`config.mk`:
```
export PLATFORM = sky130hd
export DESIGN_NAME = bitcol_mac_sequencer
export DESIGN_NICKNAME = d
export VERILOG_FILES = /design/src/rtl/bitcol_mac_sequencer.sv
export SDC_FILE = /design/constraint.sdc
export NUM_CORES = 1
export LEC_CHECK = 0
export CAP_MARGIN = 10
export CORE_ASPECT_RATIO = 1.2
export CORE_UTILIZATION = 40
export DETAILED_ROUTE_END_ITERATION = 8
export PLACE_DENSITY = 0.59
export SETUP_SLACK_MARGIN = 0.3
export SLEW_MARGIN = 20
export SYNTH_ARGS = -nofsm -noshare
export SYNTH_HDL_FRONTEND = slang
export SYNTH_SLANG_ARGS = --single-unit
```
`constraint.sdc`:
```
create_clock -name clk -period 3 [get_ports clk]
set_input_delay 0.3 -clock clk [delete_from_list [all_inputs] [get_ports clk]]
set_output_delay 0.3 -clock clk [all_outputs]
set_load 0.005 [all_outputs]
```
`src/rtl/bitcol_mac_sequencer.sv`:
```
`default_nettype none
// ============================================================================
// bitcol_mac_sequencer -- runs one bit-column MAC through flush, clear,
// per-tile LSB-first column sweep, drain and result hand-off.
// Optional build macro: SEQ_PERF_CNT_EN (adds the stall_cnt output).
// Revision: 1.0
// ============================================================================
module bitcol_mac_sequencer #(
  parameter int NUM_COLS     = 8,
  parameter int COL_W        = $clog2(NUM_COLS),
  parameter int TILE_W       = 8,
  parameter int DRAIN_CYCLES = 2
) (
  input  logic              clk,
  input  logic              reset,
  input  logic              in_valid,
  output logic              in_ready,
  input  logic [TILE_W-1:0] job_tiles,
  input  logic              ctrl_valid,
  output logic              ctrl_ready,
  output logic              mac_en,
  output logic              mac_clr,
  output logic              mac_op_gate,
  output logic [COL_W-1:0]  column_idx,
  output logic              is_msb,
  output logic              col_first,
  output logic              out_valid,
  input  logic              out_ready
`ifdef SEQ_PERF_CNT_EN
  ,
  output logic [31:0]       stall_cnt
`endif
);

  localparam int CNT_W = $clog2(DRAIN_CYCLES + 1);

  typedef enum logic [2:0] {
    S_IDLE  = 3'd0,
    S_FLUSH = 3'd1,
    S_CLEAR = 3'd2,
    S_RUN   = 3'd3,
    S_DRAIN = 3'd4,
    S_DONE  = 3'd5
  } state_t;

  state_t              state_q, state_d;
  logic [CNT_W-1:0]    cnt_q, cnt_d;
  logic [COL_W-1:0]    col_q, col_d;
  logic [TILE_W-1:0]   tile_q, tile_d;
  logic [TILE_W-1:0]   tiles_q, tiles_d;
  logic                mac_en_q, mac_en_d;
  logic                mac_clr_q, mac_clr_d;
  logic                gate_q, gate_d;
  logic [COL_W-1:0]    column_idx_q, column_idx_d;
  logic                is_msb_q, is_msb_d;
  logic                col_first_q, col_first_d;
  logic                out_valid_q, out_valid_d;

  assign in_ready    = (state_q == S_IDLE);
  assign ctrl_ready  = (state_q == S_RUN) && ctrl_valid;
  assign mac_en      = mac_en_q;
  assign mac_clr     = mac_clr_q;
  assign mac_op_gate = gate_q;
  assign column_idx  = column_idx_q;
  assign is_msb      = is_msb_q;
  assign col_first   = col_first_q;
  assign out_valid   = out_valid_q;

  // Outputs are computed from the transition being taken and registered, so
  // each registered value lines up with the state it belongs to.  A consumed
  // column is presented the cycle after its handshake, which means the first
  // drain cycle carries the last column into the MAC.
  always_comb begin
    state_d      = state_q;
    cnt_d        = cnt_q;
    col_d        = col_q;
    tile_d       = tile_q;
    tiles_d      = tiles_q;
    mac_en_d     = 1'b0;
    mac_clr_d    = 1'b0;
    gate_d       = 1'b0;
    column_idx_d = column_idx_q;
    is_msb_d     = 1'b0;
    col_first_d  = 1'b0;
    out_valid_d  = 1'b0;
    case (state_q)
      S_IDLE: begin
        if (in_valid) begin
          tiles_d  = (job_tiles == '0) ? TILE_W'(1) : job_tiles;
          cnt_d    = '0;
          state_d  = S_FLUSH;
          mac_en_d = 1'b1;
          gate_d   = 1'b1;
        end
      end
      S_FLUSH: begin
        if (cnt_q == CNT_W'(DRAIN_CYCLES - 1)) begin
          cnt_d     = '0;
          state_d   = S_CLEAR;
          mac_clr_d = 1'b1;
        end else begin
          cnt_d    = cnt_q + 1'b1;
          mac_en_d = 1'b1;
          gate_d   = 1'b1;
        end
      end
      S_CLEAR: begin
        col_d   = '0;
        tile_d  = '0;
        state_d = S_RUN;
      end
      S_RUN: begin
        if (ctrl_valid) begin
          mac_en_d     = 1'b1;
          column_idx_d = col_q;
          is_msb_d     = (col_q == COL_W'(NUM_COLS - 1));
          col_first_d  = (col_q == '0) && (tile_q == '0);
          if (col_q == COL_W'(NUM_COLS - 1)) begin
            col_d = '0;
            // Compare against tiles-1 so a full-scale tile count never wraps.
            if (tile_q == tiles_q - 1'b1) begin
              cnt_d   = '0;
              state_d = S_DRAIN;
            end else begin
              tile_d = tile_q + 1'b1;
            end
          end else begin
            col_d = col_q + 1'b1;
          end
        end else begin
          is_msb_d = is_msb_q;
        end
      end
      S_DRAIN: begin
        if (cnt_q == CNT_W'(DRAIN_CYCLES - 1)) begin
          cnt_d       = '0;
          state_d     = S_DONE;
          out_valid_d = 1'b1;
        end else begin
          cnt_d    = cnt_q + 1'b1;
          mac_en_d = 1'b1;
          gate_d   = 1'b1;
        end
      end
      S_DONE: begin
        if (out_ready) begin
          state_d = S_IDLE;
        end else begin
          out_valid_d = 1'b1;
        end
      end
      default: state_d = S_IDLE;
    endcase
  end

  always_ff @(posedge clk) begin
    if (reset) begin
      state_q      <= S_IDLE;
      cnt_q        <= '0;
      col_q        <= '0;
      tile_q       <= '0;
      tiles_q      <= '0;
      mac_en_q     <= 1'b0;
      mac_clr_q    <= 1'b0;
      gate_q       <= 1'b0;
      column_idx_q <= '0;
      is_msb_q     <= 1'b0;
      col_first_q  <= 1'b0;
      out_valid_q  <= 1'b0;
    end else begin
      state_q      <= state_d;
      cnt_q        <= cnt_d;
      col_q        <= col_d;
      tile_q       <= tile_d;
      tiles_q      <= tiles_d;
      mac_en_q     <= mac_en_d;
      mac_clr_q    <= mac_clr_d;
      gate_q       <= gate_d;
      column_idx_q <= column_idx_d;
      is_msb_q     <= is_msb_d;
      col_first_q  <= col_first_d;
      out_valid_q  <= out_valid_d;
    end
  end

`ifdef SEQ_PERF_CNT_EN
  logic [31:0] stall_cnt_q;

  always_ff @(posedge clk) begin
    if (reset) begin
      stall_cnt_q <= '0;
    end else if ((state_q == S_IDLE) && in_valid) begin
      stall_cnt_q <= '0;
    end else if ((state_q == S_RUN) && !ctrl_valid && (stall_cnt_q != 32'hFFFF_FFFF)) begin
      stall_cnt_q <= stall_cnt_q + 32'd1;
    end
  end

  assign stall_cnt = stall_cnt_q;
`endif

endmodule
`default_nettype wire

```
* Word-level counts from Yosys, hierarchy flattened
Cells that the tools add are included.
** Word-level totals
- Output and inout bits :: 11
- Flip-flop bits (word level) :: 33
** Operators by class
- Muxes and demuxes :: 30
- Add/subtract/negate cells :: 4
- Bitwise logic cells :: 3
- Equal/unequal tests :: 16
- Reductions and logical operators :: 18
** Operators by type and width (number)
- 8-bit 2-to-1 mux :: 4
- 3-bit 2-to-1 mux :: 9
- 3-bit case mux with 6 select lines :: 1
- 8-bit zero test :: 2
- 8-bit case mux with 2 select lines :: 1
- 2-bit inequality test, second input constant :: 6
- 2-bit 2-to-1 mux :: 5
- 3-bit == test, second input constant :: 3
- 8-bit by 1-bit adder with 8-bit output, second input constant :: 1
- 8-bit == test :: 1
- 8-bit by 1-bit subtractor with 8-bit output, second input constant :: 1
- 7-bit AND reduction :: 1
- 3-bit by 2-bit == test with 1-bit output, second input constant :: 2
- 3-bit zero test :: 2
- 2-bit case mux with 3 select lines :: 1
- 3-bit case mux with 2 select lines :: 1
- 2-bit AND reduction :: 3
- 2-bit OR reduction :: 3
- 1-bit 2-to-1 mux :: 5
- 5-bit AND reduction :: 1
- 2-bit by 1-bit inequality test with 1-bit output, second input constant :: 2
- 1-bit case mux with 2 select lines :: 2
- 4-bit AND reduction :: 1
- 3-bit by 1-bit adder with 3-bit output, second input constant :: 1
- 9 further kinds :: 12

* Longest topological paths before layout
- Depth in word-level cells :: 6
- Gate-level depth with buffers :: 8
- Depth with buffers taken out :: 8

* Worst setup path before layout
OpenSTA, ideal clock, no wires.
- Kind :: reg2reg
- Start point :: register tiles_q[0]
- End point :: register tile_q[0]
- Path slack :: 0.645 ns
- Required time :: 2.926 ns
- Arrival time :: 2.280 ns
- Library setup time :: 0.074 ns
- Stages on the path, launching flop included :: 9
- Period minus slack after synthesis :: 2.355 ns
- Cells stage by stage :: dfxtp_1 > inv_1 > ha_1 > or3b_1 > or4_4 > nand4b_1 > nand4_4 > a2111o_1 > a31oi_1
** On the way
- Longest elaborated chain between the ends :: 4
** RTL lines
- from (decl) :: RTL line 50 : logic [TILE_W-1:0] tiles_q, tiles_d;
- from (signal assigned) :: RTL line 175 : tiles_q <= tiles_d;
- 8-bit by 1-bit subtractor with 8-bit output :: RTL line 121 : if (tile_q == tiles_q - 1'b1) begin
- 8-bit == test :: RTL line 121
- 2-bit inequality test (no source line)
- 4-bit AND reduction (no source line)
- to (signal assigned) :: RTL line 174 : tile_q <= tile_d;
- to (decl) :: RTL line 49 : logic [TILE_W-1:0] tile_q, tile_d;
No other way between the ends.
A chain may end at the register's enable or synchronous reset.

* Worst setup path in the final report
Ends and elaborated chain as after synthesis.

==> summary.md <==
| Metric | Value |
|---|---|
| Status | finished with violations |
| Failing checks | design-rule violations |
| Critical path data required time | 3.22 ns |
| Synth unique cells | 53 |
| Min Tclk post-route | 2.56 ns |
| Skew final | 0.00567 ns |
| Worst reg2reg path depth | 8 |
| Crit path max fanout | 8 |
| Worst path arrival time | 2.77 ns |
| Rows | 27 |
| Top_reg_cell synth | dfxtp_1 |
| CTS sink cnt | 33 |
| Finish-stage setup viols | 0 |
| Syn Nets | 259 |
| Gr ovfl total | 0 |
| Net count, final | 282 |
| TritonCTS clock tree | built |
| Commonest cells in the synthesized netlist | nand2_1, dfxtp_1, a21oi_1, nor2_1, inv_1 |
| Port buffer count | 23 |
| H-tree levels | 2 |
| Clock buffer depth | 2 |
| N_diodes | 0 |
| Fmax | 0.391 GHz |
| Die Height | 77.2 µm |
| Least-Margin Pin Slew | 0.534 ns |
| TritonCTS Buffers | 5 |
| All-Layer GR Usage | 21.1% |
| Final ANT Viol Nets | 0 |
| Post-route insts no fill | 322 |
| DRT Wirelength | 4640 µm |
| Post-synthesis register bit count | 33 |
| Cell count after synthesis | 240 |
| Sequential area share after synthesis | 35.0% |
| Average routed wire per standard cell | 14.4 µm |
| Area of the multi-input gates | 0.00114 mm² |
| Crit. End Element | register |
| LEAKAGE | 0.000828 µW |
| Gpl congestion | 0.825 |
| Post-synth EDFFs | 0 |
| Max VDD drop | 332 µV |
| Most frequent cell after synthesis | nand2_1 |
| First-pass GRT wire length | 8120 µm |
| Post-DP HPWL | 3430 µm |
| Initial Util | 41.3% |
| Max-slew violation count | 0 |
| Setup TNS | 0 ns |
| Register area | 661 µm² |
| Fill cells | 456 |
| Postcts setup bufs | 0 |
| Pwr/cell area | 662 mW/mm² |
| Dominant cells by area after synthesis | dfxtp_1, nand2_1, a21oi_1, ha_1, xnor2_1 |
| Area share of the largest cell type after synthesis | 35.0% |
| Core Util, Final | 50.0% |
| Drt via density | 5.56 |
| Die X | 64.7 µm |
| Die area | 0.00499 mm² |
| Num ports | 24 |
| Hold path depth | 1 |
| Core area | 0.00456 mm² |
| Hold violation total from the final report | 0 |
| Mean Syn Cell Area | 7.86 µm² |
| Area delta synth->final | 21.0% |
| Max Cap Viol | 0 |
| Vias in the first global route | 1718 |
| CTS root buf | clkbuf_8 |
| Total power | 1510 µW |
| Startpoint types | register |
| Fraction of layout cells with a size suffix above 1 | 7.58% |
| Clk Latency, worst-skew pair | 0.29 ns |
| Total iterations of the first detailed-routing run | 6 |
| Reg clk slew, reported paths | 0.07 ns |
| Routed vias | 1789 |
| Worst Hold Class | register to register |
| Cells after DPL | 314 |
| Kind of critical path | register to register |
| Post-synth ARST share | 0% |
| Synthesis Warnings | 0 |
| DR iter-0 viols | 165 |
| Largest net degree at the start of global routing | 16 |
| Cell taking the most area after synthesis | dfxtp_1 |
| Mapped cell area | 0.00189 mm² |
| Final period util | 85.3% |
| Max_slew headroom | 64.3% |
| RSZ-0062 raised after global routing | no |
| Initial antenna violation count | 0 |
| DR DRC count | 2 |
logic make-up (layout without fill, tap and decap cells):
logic type	Yosys count	count (layout)	synth area share, %
buf+inv	23	47	4.71
simple gates	106	106	28.2
xor+xnor	10	10	4.65
mux	5	5	2.65
compound gates	57	57	20.8
fa+ha+maj	6	6	3.98
flops	33	33	35.0
metrics by stage:
step	setup slack (ns)	hold WS (ns)	area [µm²]
after floorplan	0.645	0.423	1890
after global placement	0.526	0.431	2180
after detailed placement	0.466	0.436	2180
after CTS	0.438	0.446	2280
after global routing	0.311	0.463	2280
final	0.442	0.442	2280
worst paths after layout:
check | start | slack [ns] | end
min reg2reg | cnt_q[1]$_SDFFE_PP0P_ | 0.44 | cnt_q[1]$_SDFFE_PP0P_
max reg2reg | tiles_q[0]$_SDFFE_PP0P_ | 0.44 | tile_q[0]$_SDFFE_PP0P_
max | tiles_q[0]$_SDFFE_PP0P_ | 0.44 | tile_q[0]$_SDFFE_PP0P_
min | cnt_q[1]$_SDFFE_PP0P_ | 0.44 | cnt_q[1]$_SDFFE_PP0P_
timing repair:
item / 4_1_cts / 5_1_grt
endpoints found under the setup margin: 0 / 2
resized for setup: 0 / 1
hold buffers: 0 / 0
worst max-delay path, stage by stage, from the launching register on:
cell and delay [ns]:
dfxtp_1 0.35, inv_1 0.07, ha_1 0.22, or3b_4 0.42, or4_4 0.44, nand4b_1 0.21
nand4_4 0.18, a2111o_1 0.44, a31oi_1 0.15
layout by cell type, fill, tap and decap left out, types with 2 or more instances in the layout:
master | synthesis | final
a211oi_1 | 4 | 4
a21oi_1 | 21 | 21
a22oi_1 | 2 | 2
a31oi_1 | 2 | 2
and2_1 | 4 | 4
buf_4 | 0 | 5
clkbuf_8 | 0 | 7
clkdlybuf4s50_1 | 0 | 23
dfxtp_1 | 33 | 33
ha_1 | 6 | 6
inv_1 | 11 | 11
mux2i_1 | 5 | 5
nand2_1 | 40 | 40
nand2b_1 | 2 | 2
nand3_1 | 7 | 7
nand4_1 | 6 | 6
nand4b_1 | 2 | 2
nor2_1 | 18 | 18
nor2b_1 | 3 | 3
nor3_1 | 9 | 9
nor4_1 | 3 | 3
o2111ai_1 | 2 | 2
o211ai_1 | 2 | 2
o21ai_0 | 5 | 5
or3_1 | 4 | 4
xnor2_1 | 8 | 8
xor2_1 | 2 | 2
flip-flops by register name, indices dropped and copies added, names as in the netlist:
signal,flops
cnt_q,2
is_msb,1
out_valid,1
state_q,3
tiles_q,8
mac_clr,1
col_first,1
mac_op_gate,1
mac_en,1
tile_q,8
col_q,3
column_idx,3
metal layers:
metal	vias up	GRT usage, %	part of all wire (%)
li1	916	-	-
met3	6	5.65	2.9
met2	21	31.9	46
met1	846	28.2	50
met5	-	0	0
met4	0	8.44	1.2
power by group:
group	switching (µW)	leakage (µW)	internal, µW
clock	170	0.0000542	207
sequential	55.6	0.000268	487
combinational	334	0.000506	255
total	560	0.000828	950
cell type report:
class | count | share of cell area, %
clock inverters | 1 | 0.219
clock buffers | 7 | 4.22
repair buffers | 28 | 11.7
multi-input cells | 184 | 49.9
flip-flops and latches | 33 | 28.9
inverters | 11 | 1.81
well taps | 58 | 3.18
(Power assumes the default switching activity.)
